--- src/rtl/rot_tl_guard.sv ---
// Single-outstanding TL-UL guard in front of the RoT: screens address/opcode, bounds device latency.
// Latency: +1 cycle on A and on D; backpressure: holds host A until the previous response (or drained late beat) retires.
module rot_tl_guard #(
  parameter int unsigned TimeoutCycles = 1024,
  parameter logic [31:0] BaseAddr      = 32'h3B00_0000,
  parameter logic [31:0] AddrSize      = 32'h0010_0000
) (
  input  logic        clk_i,
  input  logic        rst_ni,

  input  logic        host_a_valid,
  output logic        host_a_ready,
  input  logic [2:0]  host_a_bits_opcode,
  input  logic [2:0]  host_a_bits_param,
  input  logic [1:0]  host_a_bits_size,
  input  logic [7:0]  host_a_bits_source,
  input  logic [31:0] host_a_bits_address,
  input  logic [3:0]  host_a_bits_mask,
  input  logic [31:0] host_a_bits_data,

  output logic        host_d_valid,
  input  logic        host_d_ready,
  output logic [2:0]  host_d_bits_opcode,
  output logic [2:0]  host_d_bits_param,
  output logic [1:0]  host_d_bits_size,
  output logic [7:0]  host_d_bits_source,
  output logic        host_d_bits_sink,
  output logic [31:0] host_d_bits_data,
  output logic        host_d_bits_denied,

  output logic        dev_a_valid,
  input  logic        dev_a_ready,
  output logic [2:0]  dev_a_bits_opcode,
  output logic [2:0]  dev_a_bits_param,
  output logic [1:0]  dev_a_bits_size,
  output logic [7:0]  dev_a_bits_source,
  output logic [31:0] dev_a_bits_address,
  output logic [3:0]  dev_a_bits_mask,
  output logic [31:0] dev_a_bits_data,

  input  logic        dev_d_valid,
  output logic        dev_d_ready,
  input  logic [2:0]  dev_d_bits_opcode,
  input  logic [2:0]  dev_d_bits_param,
  input  logic [1:0]  dev_d_bits_size,
  input  logic [7:0]  dev_d_bits_source,
  input  logic        dev_d_bits_sink,
  input  logic [31:0] dev_d_bits_data,
  input  logic        dev_d_bits_denied,

  output logic        busy_o,
  output logic [15:0] timeout_cnt_o
);

  typedef struct packed {
    logic [2:0]  opcode;
    logic [2:0]  param;
    logic [1:0]  size;
    logic [7:0]  source;
    logic [31:0] address;
    logic [3:0]  mask;
    logic [31:0] data;
  } a_hdr_t;

  typedef struct packed {
    logic [2:0]  opcode;
    logic [2:0]  param;
    logic [1:0]  size;
    logic [7:0]  source;
    logic        sink;
    logic [31:0] data;
    logic        denied;
  } d_hdr_t;

  typedef enum logic [2:0] {
    ST_IDLE  = 3'd0,
    ST_REQ   = 3'd1,
    ST_WAIT  = 3'd2,
    ST_RESP  = 3'd3,
    ST_DRAIN = 3'd4
  } state_e;

  // 33-bit window bounds so a window ending at 4 GiB does not wrap.
  localparam logic [32:0] AddrLo    = {1'b0, BaseAddr};
  localparam logic [32:0] AddrHi    = {1'b0, BaseAddr} + {1'b0, AddrSize};
  localparam logic [15:0] TimerLast = 16'(TimeoutCycles - 1);

  state_e      state_q, state_d;
  a_hdr_t      req_q;
  d_hdr_t      rsp_q;
  logic [15:0] timer_q;
  logic [15:0] tmo_cnt_q;
  logic        stale_q;

  a_hdr_t      a_in;
  d_hdr_t      d_in;
  logic        a_op_ok;
  logic        a_addr_ok;
  logic        a_legal;
  logic        timer_hit;

  function automatic d_hdr_t err_rsp(input logic [2:0] op,
                                     input logic [1:0] size,
                                     input logic [7:0] source);
    d_hdr_t r;
    r        = '0;
    r.opcode = (op == 3'd4) ? 3'd1 : 3'd0;
    r.size   = size;
    r.source = source;
    r.data   = 32'hFFFF_FFFF;
    r.denied = 1'b1;
    return r;
  endfunction

  assign a_in = '{opcode:  host_a_bits_opcode,
                  param:   host_a_bits_param,
                  size:    host_a_bits_size,
                  source:  host_a_bits_source,
                  address: host_a_bits_address,
                  mask:    host_a_bits_mask,
                  data:    host_a_bits_data};

  assign d_in = '{opcode: dev_d_bits_opcode,
                  param:  dev_d_bits_param,
                  size:   dev_d_bits_size,
                  source: dev_d_bits_source,
                  sink:   dev_d_bits_sink,
                  data:   dev_d_bits_data,
                  denied: dev_d_bits_denied};

  assign a_op_ok   = (a_in.opcode == 3'd0) || (a_in.opcode == 3'd1) || (a_in.opcode == 3'd4);
  assign a_addr_ok = ({1'b0, a_in.address} >= AddrLo) && ({1'b0, a_in.address} < AddrHi);
  assign a_legal   = a_op_ok && a_addr_ok;
  assign timer_hit = (timer_q == TimerLast);

  always_comb begin
    state_d = state_q;
    unique case (state_q)
      ST_IDLE:  if (host_a_valid) state_d = a_legal ? ST_REQ : ST_RESP;
      ST_REQ:   if (dev_a_ready) state_d = ST_WAIT;
      ST_WAIT:  if (dev_d_valid || timer_hit) state_d = ST_RESP;
      ST_RESP:  if (host_d_ready) state_d = stale_q ? ST_DRAIN : ST_IDLE;
      ST_DRAIN: if (dev_d_valid) state_d = ST_IDLE;
      default:  state_d = ST_IDLE;
    endcase
  end

  always_ff @(posedge clk_i or negedge rst_ni) begin
    if (!rst_ni) begin
      state_q <= ST_IDLE;
    end else begin
      state_q <= state_d;
    end
  end

  always_ff @(posedge clk_i or negedge rst_ni) begin
    if (!rst_ni) begin
      req_q     <= '0;
      rsp_q     <= '0;
      timer_q   <= '0;
      tmo_cnt_q <= '0;
      stale_q   <= 1'b0;
    end else begin
      unique case (state_q)
        ST_IDLE: begin
          if (host_a_valid) begin
            req_q <= a_in;
            if (!a_legal) rsp_q <= err_rsp(a_in.opcode, a_in.size, a_in.source);
          end
        end
        ST_REQ: begin
          if (dev_a_ready) timer_q <= '0;
        end
        ST_WAIT: begin
          timer_q <= timer_q + 16'd1;
          // A response arriving on the timeout cycle still wins.
          if (dev_d_valid) begin
            rsp_q <= d_in;
          end else if (timer_hit) begin
            rsp_q   <= err_rsp(req_q.opcode, req_q.size, req_q.source);
            stale_q <= 1'b1;
            if (tmo_cnt_q != 16'hFFFF) tmo_cnt_q <= tmo_cnt_q + 16'd1;
          end
        end
        ST_DRAIN: begin
          if (dev_d_valid) stale_q <= 1'b0;
        end
        default: ;
      endcase
    end
  end

  assign host_a_ready = (state_q == ST_IDLE);
  assign dev_a_valid  = (state_q == ST_REQ);
  assign host_d_valid = (state_q == ST_RESP);
  assign dev_d_ready  = (state_q == ST_WAIT) || (state_q == ST_DRAIN);
  assign busy_o       = (state_q != ST_IDLE);
  assign timeout_cnt_o = tmo_cnt_q;

  assign dev_a_bits_opcode  = req_q.opcode;
  assign dev_a_bits_param   = req_q.param;
  assign dev_a_bits_size    = req_q.size;
  assign dev_a_bits_source  = req_q.source;
  assign dev_a_bits_address = req_q.address;
  assign dev_a_bits_mask    = req_q.mask;
  assign dev_a_bits_data    = req_q.data;

  assign host_d_bits_opcode = rsp_q.opcode;
  assign host_d_bits_param  = rsp_q.param;
  assign host_d_bits_size   = rsp_q.size;
  assign host_d_bits_source = rsp_q.source;
  assign host_d_bits_sink   = rsp_q.sink;
  assign host_d_bits_data   = rsp_q.data;
  assign host_d_bits_denied = rsp_q.denied;

endmodule
--- config.mk ---
export PLATFORM = sky130hd
export DESIGN_NAME = rot_tl_guard
export DESIGN_NICKNAME = d
export VERILOG_FILES = /design/src/rtl/rot_tl_guard.sv
export SDC_FILE = /design/constraint.sdc
export NUM_CORES = 1
export LEC_CHECK = 0
export BUFFER_PORTS_ARGS = -buffer_cell sky130_fd_sc_hd__buf_2
export CAP_MARGIN = 5
export CORE_MARGIN = 2
export CORE_UTILIZATION = 35
export DETAILED_ROUTE_END_ITERATION = 12
export GPL_ROUTABILITY_DRIVEN = 0
export PLACE_DENSITY = 0.73
export SLEW_MARGIN = 10
export SYNTH_ARGS = -nofsm -noshare
export SYNTH_HDL_FRONTEND = slang
export SYNTH_SLANG_ARGS = --single-unit
--- constraint.sdc ---
create_clock -name clk_i -period 2.05 [get_ports clk_i]
set_input_delay 0.1025 -clock clk_i [delete_from_list [all_inputs] [get_ports clk_i]]
set_output_delay 0.1025 -clock clk_i [all_outputs]
set_load 0.01 [all_outputs]
### Word level (Yosys, flattened, before mapping)

Cells that the tools add are included.

* register bits: 170
* latch bits: 0
* RAM bits: 0
* bits in read-only memories: 0
* output and inout port bits: 155
* memories kept: 0

* add/sub/neg operators: 2
* $mul: 0
* divide/modulo/power cells: 0
* order comparisons: 2
* equality and inequality tests: 18
* shift-type cells: 0
* mux-type cells: 21
* bitwise logic cells: 1
* reductions and logical operators: 18

Operator list (number)
* $mux W50: 4
* $pmux W50 S2: 1
* $add A16 B1 Y16 const B: 2
* $ge A32 B30 Y1 const B: 1
* $lt A32 B30 Y1 const B: 1
* $pmux W16 S2: 1
* $mux W3: 6
* $eq A16 B10 Y1 const B: 1
* $mux W16: 1
* $ne A16 B16 Y1 const B: 1
* $pmux W3 S5: 1
* $ne A2 B2 Y1 const B: 6
* $reduce_and A4 Y1: 3
* $eq A3 B3 Y1 const B: 3
* $eq A3 B1 Y1 const B: 2
* $eq A3 B2 Y1 const B: 2
* $logic_not A3 Y1: 2
* $reduce_bool A2 Y1: 3
* $mux W1: 5
* $reduce_and A5 Y1: 1
* $logic_or A1 B1 Y1: 4
* $ne A2 B1 Y1 const B: 2
* $reduce_and A2 Y1: 2
* $ne A3 B3 Y1 const B: 1
* 5 further kinds: 6

### Longest topological paths before layout

Gate-level depths: netlist (run 1).

* word-level depth: 7
* gate-level depth with buffers: 8

### Worst setup path before layout (run 1)

Ideal clock, no wire load.

* path kind: flip-flop to flip-flop
* from: register timer_q[10]
* to: register rsp_q, in the netlist host_d_bits_size[0]
* library setup time: 0.125 ns
* data arrival time: 2.141 ns
* data required time: 1.925 ns
* setup slack: -0.215 ns
* stages on the path, launching flop included: 8
* buffers on the path: 2
* cell sequence: dfrtp_1 or4_4 nor4_4 a211o_2 and3_1 buf_4 buf_6 mux2_2

* word-level cells in the longest chain between the ends: 3

Ends and longest elaborated chain
* from (decl): line 91 `logic [15:0] timer_q;`
* from (signal assigned): line 175 `timer_q <= timer_q + 16'd1;`
* $eq A16 B10 Y1: line 134 `assign timer_hit = (timer_q == TimerLast);`
* $ne A3 B3 Y1 (no line)
* $reduce_and A4 Y1 (no line)
* to (signal assigned): line 168 `if (!a_legal) rsp_q <= err_rsp(a_in.opcode, a_in.size, a_in.source);`
* to (signal assigned): line 178 `rsp_q <= d_in;`
* to (signal assigned): line 180 `rsp_q <= err_rsp(req_q.opcode, req_q.size, req_q.source);`
* to (decl): line 90 `d_hdr_t rsp_q;`

Every way passes these cells.
A chain may end at the register's enable or synchronous reset.

### Worst setup path after layout (run 1)

* from: register timer_q[10]
* to: register tmo_cnt_q[13] (netlist: timeout_cnt_o[13])

* word-level cells in the longest chain between the ends: 2

Ends and longest elaborated chain
* $eq A16 B10 Y1: line 134
* $reduce_and A4 Y1 (no line)
* to (signal assigned): line 182 `if (tmo_cnt_q != 16'hFFFF) tmo_cnt_q <= tmo_cnt_q + 16'd1;`
* to (decl): line 92 `logic [15:0] tmo_cnt_q;`

Every way passes these cells.

==> reports/results.txt, run 1 <==
# setup viols final: 57
Xor and xnor area share after synthesis: 1.73%
Hold Crit Class: input pin to register
Status: complete, but fails checks
Pre-CTS worst setup slack: -0.274 ns
Maximum VDD drop: 0.805 mV
Main combinational cell family by area after synthesis: multiplexers
First-pass GRT wire length: 35,100 um
Clock slew at reported path FFs: 0.06 ns
Dpl hpwl: 14,600 um
Initial Utilization: 36.0%
Grt ovf: 0
Max-capacitance violation count: 0
Initial antenna violation count: 0
Pins Over Slew Limit: 0
Synth top area cells: dfrtp_1, mux2_2, o22a_1
Largest net degree at the start of global routing: 75
Setup_tns: -5.23 ns
Io pins: 295
Rows: 51
Power after layout: 15.2 mW
Worst-margin pin slew: 0.692 ns
Die X: 146 um
Commonest non-fill, non-tap cell in the layout: buf_2
Via/cell ratio: 4.89
I/O Buffers: 294
# fillers: 1,608
DR iter-0 viols: 269
Async set-reset flop share out of synthesis: 100%
WL final: 22,000 um
Synth Area in Adders: 0.354%
Number of global-route vias before repair: 6,771
Share of cells above drive strength 1: 49.7%
Worst slew margin: 53.5%
Post-synth top area share: 60.2%
CP arrival: 2.51 ns
Post-synthesis simple-gate area fraction: 9.04%
Post-Syn Nets: 684
Depth of the CTS H-tree: 4
CTS tree: done
CTS Root Cell: clkbuf_16
Worst Clk Skew: 0.0134 ns
Final net count: 1,141
Syn_area_per_cell: 13.0 um2
Post-synthesis sequential area ratio: 60.2%
Initial DRT Pass Iterations: 4
Worst-Skew Late Latency: 0.41 ns
CTS sink count: 170
Pwr dens: 1340 mW/mm2
Leakage: 5.37 nW
WS Path Type: register to register
Most frequent cells in the layout: buf_2, dfrtp_1, dlygate4sd3_1
Final hold vios: 0
Area delta synth->final: 60.1%
Worst-path fanout max: 2
Core ar.: 0.0197 mm2
Remaining antenna violation count: 0
Clock tree buffer depth: 2
Startpoint Class: register
Critical path data required time: 2.34 ns
Yosys top cell by area: dfrtp_1
Mean routed wirelength per cell: 17.2 um
Min Clock Period, post-route: 2.22 ns
#FFs+latches synth: 170
CTS buffer count: 17
Max Clock Freq: 450 MHz
RSZ-0062 raised after global routing: yes
Complex-gate fraction of the synthesized area: 8.79%
EDFF count, synth: 0
Tot GR Track Use: 20.5%
Mapped Cells: 542
Failing checks: negative setup slack
CP endpoint kind: register
Post-Syn Area: 0.00707 mm2
Post-synthesis mux area share: 17.4%
Distinct cell type count after synthesis: 50
DR vias: 6,243
DRC viols: 0
Die ar.: 0.0214 mm2
Primary FF master, synth: dfrtp_1
Final cycle utilization of the critical path: 108%
Antenna cell count: 0
Die Ht: 146 um
Yosys warnings: 0
Setup ws final: -0.172 ns
worst max-delay path: stages (launching register included):
cell,delay [ns]
dfrtp_1,0.39
or4_4,0.57
nor4_4,0.28
buf_4,0.16
nand3_4,0.06
or4b_4,0.52
xnor2_1,0.14
routing by layer:
metal / track usage (%) / up-vias / part of all wire (%)
met1: 24.2 / 3087 / 41
met2: 36.1 / 217 / 52
li1: - / 2892 / -
met3: 4.94 / 47 / 4.8
met5: 0 / - / 0
met4: 7.82 / 0 / 2.8
per-stage QoR:
stage | utilization, % | hold slack (ns) | instance area (um2) | std cells
after global placement | 46.8 | 0.0489 | 9200 | 1118
after global routing | 57.6 | 0.0241 | 11300 | 1276
after CTS | 57.0 | 0.0120 | 11200 | 1273
after detailed placement | 46.8 | 0.0439 | 9200 | 1118
final | 57.6 | 0.0318 | 11300 | 1276
after floorplan | - | -0.193 | 7120 | 542
report_power, final:
group / total (mW) / switching, mW / internal, mW
Sequential: 5.58 / 0.822 / 4.76
Clock: 3.31 / 1.35 / 1.96
Combinational: 6.27 / 3.02 / 3.25
final timing paths:
path | end | depth (start not counted) | startpoint | slack [ns]
setup reg to reg | timeout_cnt_o[13]$_DFFE_PN0P_ | 6 | timer_q[10]$_DFFE_PN0P_ | -0.17
setup / recovery | timeout_cnt_o[13]$_DFFE_PN0P_ | 6 | timer_q[10]$_DFFE_PN0P_ | -0.17
hold / removal | dev_a_bits_address[26]$_DFFE_PN0P_ | 3 | host_a_bits_address[26] | 0.03
hold reg to reg | timer_q[6]$_DFFE_PN0P_ | 1 | timer_q[6]$_DFFE_PN0P_ | 0.50
min in group asynchronous | host_d_bits_data[15]$_DFFE_PN0P_ | 2 | rst_ni | 0.17
max in group asynchronous | dev_a_bits_data[10]$_DFFE_PN0P_ | 3 | rst_ni | 1.13
cells by family (layout without fill, tap and decap cells):
kind of cell,Yosys count,count (layout)
adder cells (fa/ha/maj),2,2
multiplexers,111,111
AO/OA/AOI/OAI,86,86
flip-flops,170,170
buffers and inverters,37,506
XOR/XNOR,14,14
AND/OR/NAND/NOR,122,122
cell type report:
| cell class | count | area (um2) | area share (%) |
|---|---|---|---|
| clock buffers | 18 | 439 | 3.88 |
| clock inverters | 13 | 168 | 1.48 |
| inverters | 7 | 26.3 | 0.232 |
| multi-input cells | 335 | 2880 | 25.4 |
| flip-flops and latches | 170 | 4260 | 37.6 |
| well taps | 265 | 332 | 2.93 |
| repair buffers | 468 | 3220 | 28.5 |
registers in the layout, indices dropped and copies added, names as in the netlist, 2 cells and up:
name                flops
timeout_cnt_o          16
host_d_bits_source      8
dev_a_bits_opcode       3
host_d_bits_data       32
state_q                 3
dev_a_bits_data        32
host_d_bits_opcode      3
host_d_bits_param       3
dev_a_bits_address     32
dev_a_bits_size         2
dev_a_bits_param        3
timer_q                16
dev_a_bits_source       8
host_d_bits_size        2
dev_a_bits_mask         4
synth_stat cells, drive strengths merged (2+ instances only):
cell,instances
a22o,6
and4,2
nor2,16
o22a,34
and3,5
dfrtp,170
nor3,10
nand2,40
mux2i,13
clkbuf,15
and2,5
nand4,9
xnor2,3
a2111oi,2
o21ai,28
mux2,98
nor3b,3
ha,2
inv,7
buf,15
a21oi,5
nand3,19
or4,2
nor4,5
xor2,11
timing repair:
action	in CTS	in global routing
setup endpoints to repair	64	65
hold buffers	123	0
pin swaps	12	4
buffers inserted	1	2
endpoints found under the hold margin	162	0
cloned	0	1
gates resized for setup	34	15
(Power assumes the default switching activity.)
==> run 2, diff against run 1 <==
--- a/config.mk
+++ b/config.mk
@@ -7,7 +7,6 @@
 export LEC_CHECK = 0
 export BUFFER_PORTS_ARGS = -buffer_cell sky130_fd_sc_hd__buf_2
 export CAP_MARGIN = 5
-export CORE_MARGIN = 2
 export CORE_UTILIZATION = 35
 export DETAILED_ROUTE_END_ITERATION = 12
 export GPL_ROUTABILITY_DRIVEN = 0
==> run 2 against run 1 <==
Effect of this change: the flow still finishes with violations (negative setup slack); clock skew rose by 0.0019 ns; total power shrank 1.1%; cell count is 0.24% lower; non-clock buffer count shrank 3; via count fell by 0.88%; hold slack better by 0.016 ns; clock-buffer cell count unchanged; global-route usage rose by 0.54 points; final area decreased by 0.75%; utilization down 0.43 points; die area fell by 2.7%; largest power group unchanged.
==> reports/results.txt, run 2 (synthesis gave the netlist of run 1 again) <==
Number of global-route vias before repair: 6,564
Worst r2r src: timer_q[10]$_DFFE_PN0P_
DRC viols: 0
Remaining antenna violation count: 0
Antenna cell count: 0
WS Path Type: register to register
Mean routed wirelength per cell: 17.2 um
Die Ht: 144 um
Final hold vios: 0
Commonest non-fill, non-tap cell in the layout: buf_2
Critical path data required time: 2.34 ns
Hold endpoint: dev_a_bits_address[22]$_DFFE_PN0P_
Initial Utilization: 36.0%
Max Clock Freq: 449 MHz
WL final: 21,900 um
R2r setup slk: -0.18 ns
Setup crit start: timer_q[10]$_DFFE_PN0P_
# setup viols final: 60
RSZ-0062 raised after global routing: yes
R2R cell count: 5
Worst-margin pin slew: 0.800 ns
Startpoint Class: register
Largest net degree at the start of global routing: 57
CP endpoint kind: register
Via/cell ratio: 4.86
Placed Area: 0.00918 mm2
CTS buffer count: 17
CTS sink count: 170
Grt ovf: 0
Dpl hpwl: 14,200 um
Worst-path fanout max: 7
Hold path startpoint: host_a_bits_address[22]
Maximum VDD drop: 0.810 mV
Setup ws final: -0.178 ns
Worst-Skew Late Latency: 0.42 ns
Cell area after layout: 0.0112 mm2
Die ar.: 0.0208 mm2
Clock tree buffer depth: 2
Max-capacitance violation count: 0
CTS tree: done
Clock slew at reported path FFs: 0.06 ns
First-pass GRT wire length: 33,400 um
Leakage: 5.31 nW
CP arrival: 2.52 ns
DR iter-0 viols: 328
Initial DRT Pass Iterations: 4
Die X: 144 um
Io pins: 295
Depth of the CTS H-tree: 4
I/O Buffers: 294
Pre-CTS worst setup slack: -0.209 ns
Rows: 51
Worst Clk Skew: 0.0153 ns
Final Instance Count excl. Fillers: 1,273
Initial antenna violation count: 0
Placed cell count: 1,118
DR vias: 6,188
Min Hold Slack: 0.0479 ns
Status: complete, but fails checks
Area delta synth->final: 58.8%
# fillers: 1,627
Final Core Density: 57.2%
R2r endpoint: host_d_bits_size[0]$_DFFE_PN0P_
Min Clock Period, post-route: 2.23 ns
Worst slew margin: 46.3%
Pwr dens: 1340 mW/mm2
Core ar.: 0.0197 mm2
Failing checks: negative setup slack
Tot GR Track Use: 21.0%
Share of cells above drive strength 1: 49.3%
Most frequent cells in the layout: buf_2, dfrtp_1, dlygate4sd3_1
Pins Over Slew Limit: 0
Hold Crit Class: input pin to register
Worst hold path depth: 3
CTS Root Cell: clkbuf_16
Final net count: 1,139
Final cycle utilization of the critical path: 109%
[run 2: cell types whose count changed in the layout (fill, tap and decap cells not counted), moves of 2 or more]
| cell | before | now |
|---|---|---|
| clkinvlp_4 | 2 | 4 |
| mux2_4 | 10 | 12 |
| clkinv_4 | 3 | 1 |
| mux2_2 | 88 | 86 |
| buf_6 | 4 | 6 |
| buf_12 | 7 | 4 |
| clkinv_2 | 2 | 0 |
[run 2: worst max-delay path by stage]
stage | endpoint | slack, ns | cells after the start
global route | timeout_cnt_o[14]$_DFFE_PN0P_ | -0.26 | 7
global placement | host_d_bits_source[7]$_DFFE_PN0P_ | -0.17 | 5
floorplan | host_d_bits_opcode[0]$_DFFE_PN0P_ | -0.19 | 7
CTS | timeout_cnt_o[15]$_DFFE_PN0P_ | -0.18 | 7
detailed placement | timeout_cnt_o[2]$_DFFE_PN0P_ | -0.21 | 8
finish | host_d_bits_size[0]$_DFFE_PN0P_ | -0.18 | 5
[run 2: critical path: stages, from the launching register on]
cell and delay (ns):
dfrtp_1 0.38, or4_4 0.56, nor4_4 0.31, a211o_2 0.23
and3_4 0.32, mux2_4 0.32
[run 2: area by class of cell]
type,count,area [um2],share of cell area (%)
clock buffer,18,429,3.82
clock inverter,12,166,1.48
inverter,7,26.3,0.234
multi-input combinational,336,2880,25.6
sequential,170,4250,37.9
tap,265,332,2.95
timing repair buffer,465,3150,28.0
[run 2: where the power goes]
group | switching, mW | total, mW | internal, mW
combinational | 3.01 | 6.14 | 3.14
sequential | 0.799 | 5.56 | 4.76
clock | 1.38 | 3.30 | 1.93
total | 5.18 | 15.0 | 9.82
[run 2: routing by layer]
layer | track usage [%] | vias up | part of all wire (%)
li1 | - | 2894 | -
met1 | 24.4 | 3061 | 39
met2 | 36.1 | 185 | 53
met3 | 5.79 | 48 | 4.6
met4 | 9.42 | 0 | 2.9
met5 | 0 | - | 0
[run 2: metrics by stage]
stage	power [mW]	setup TNS, ns
after CTS	14.9	-6.17
after global placement	11.0	-8.29
after floorplan	8.84	-1.77
final	15.0	-6.19
after global routing	15.8	-12.09
after detailed placement	11.2	-10.47
[run 2: timing repair]
action	4_1_cts	5_1_grt
resized for setup	20	27
setup endpoints to repair	65	67
hold endpoints to repair	172	0
pin swaps	8	11
gates cloned	1	0
hold buffers	122	0
buffers inserted	0	2
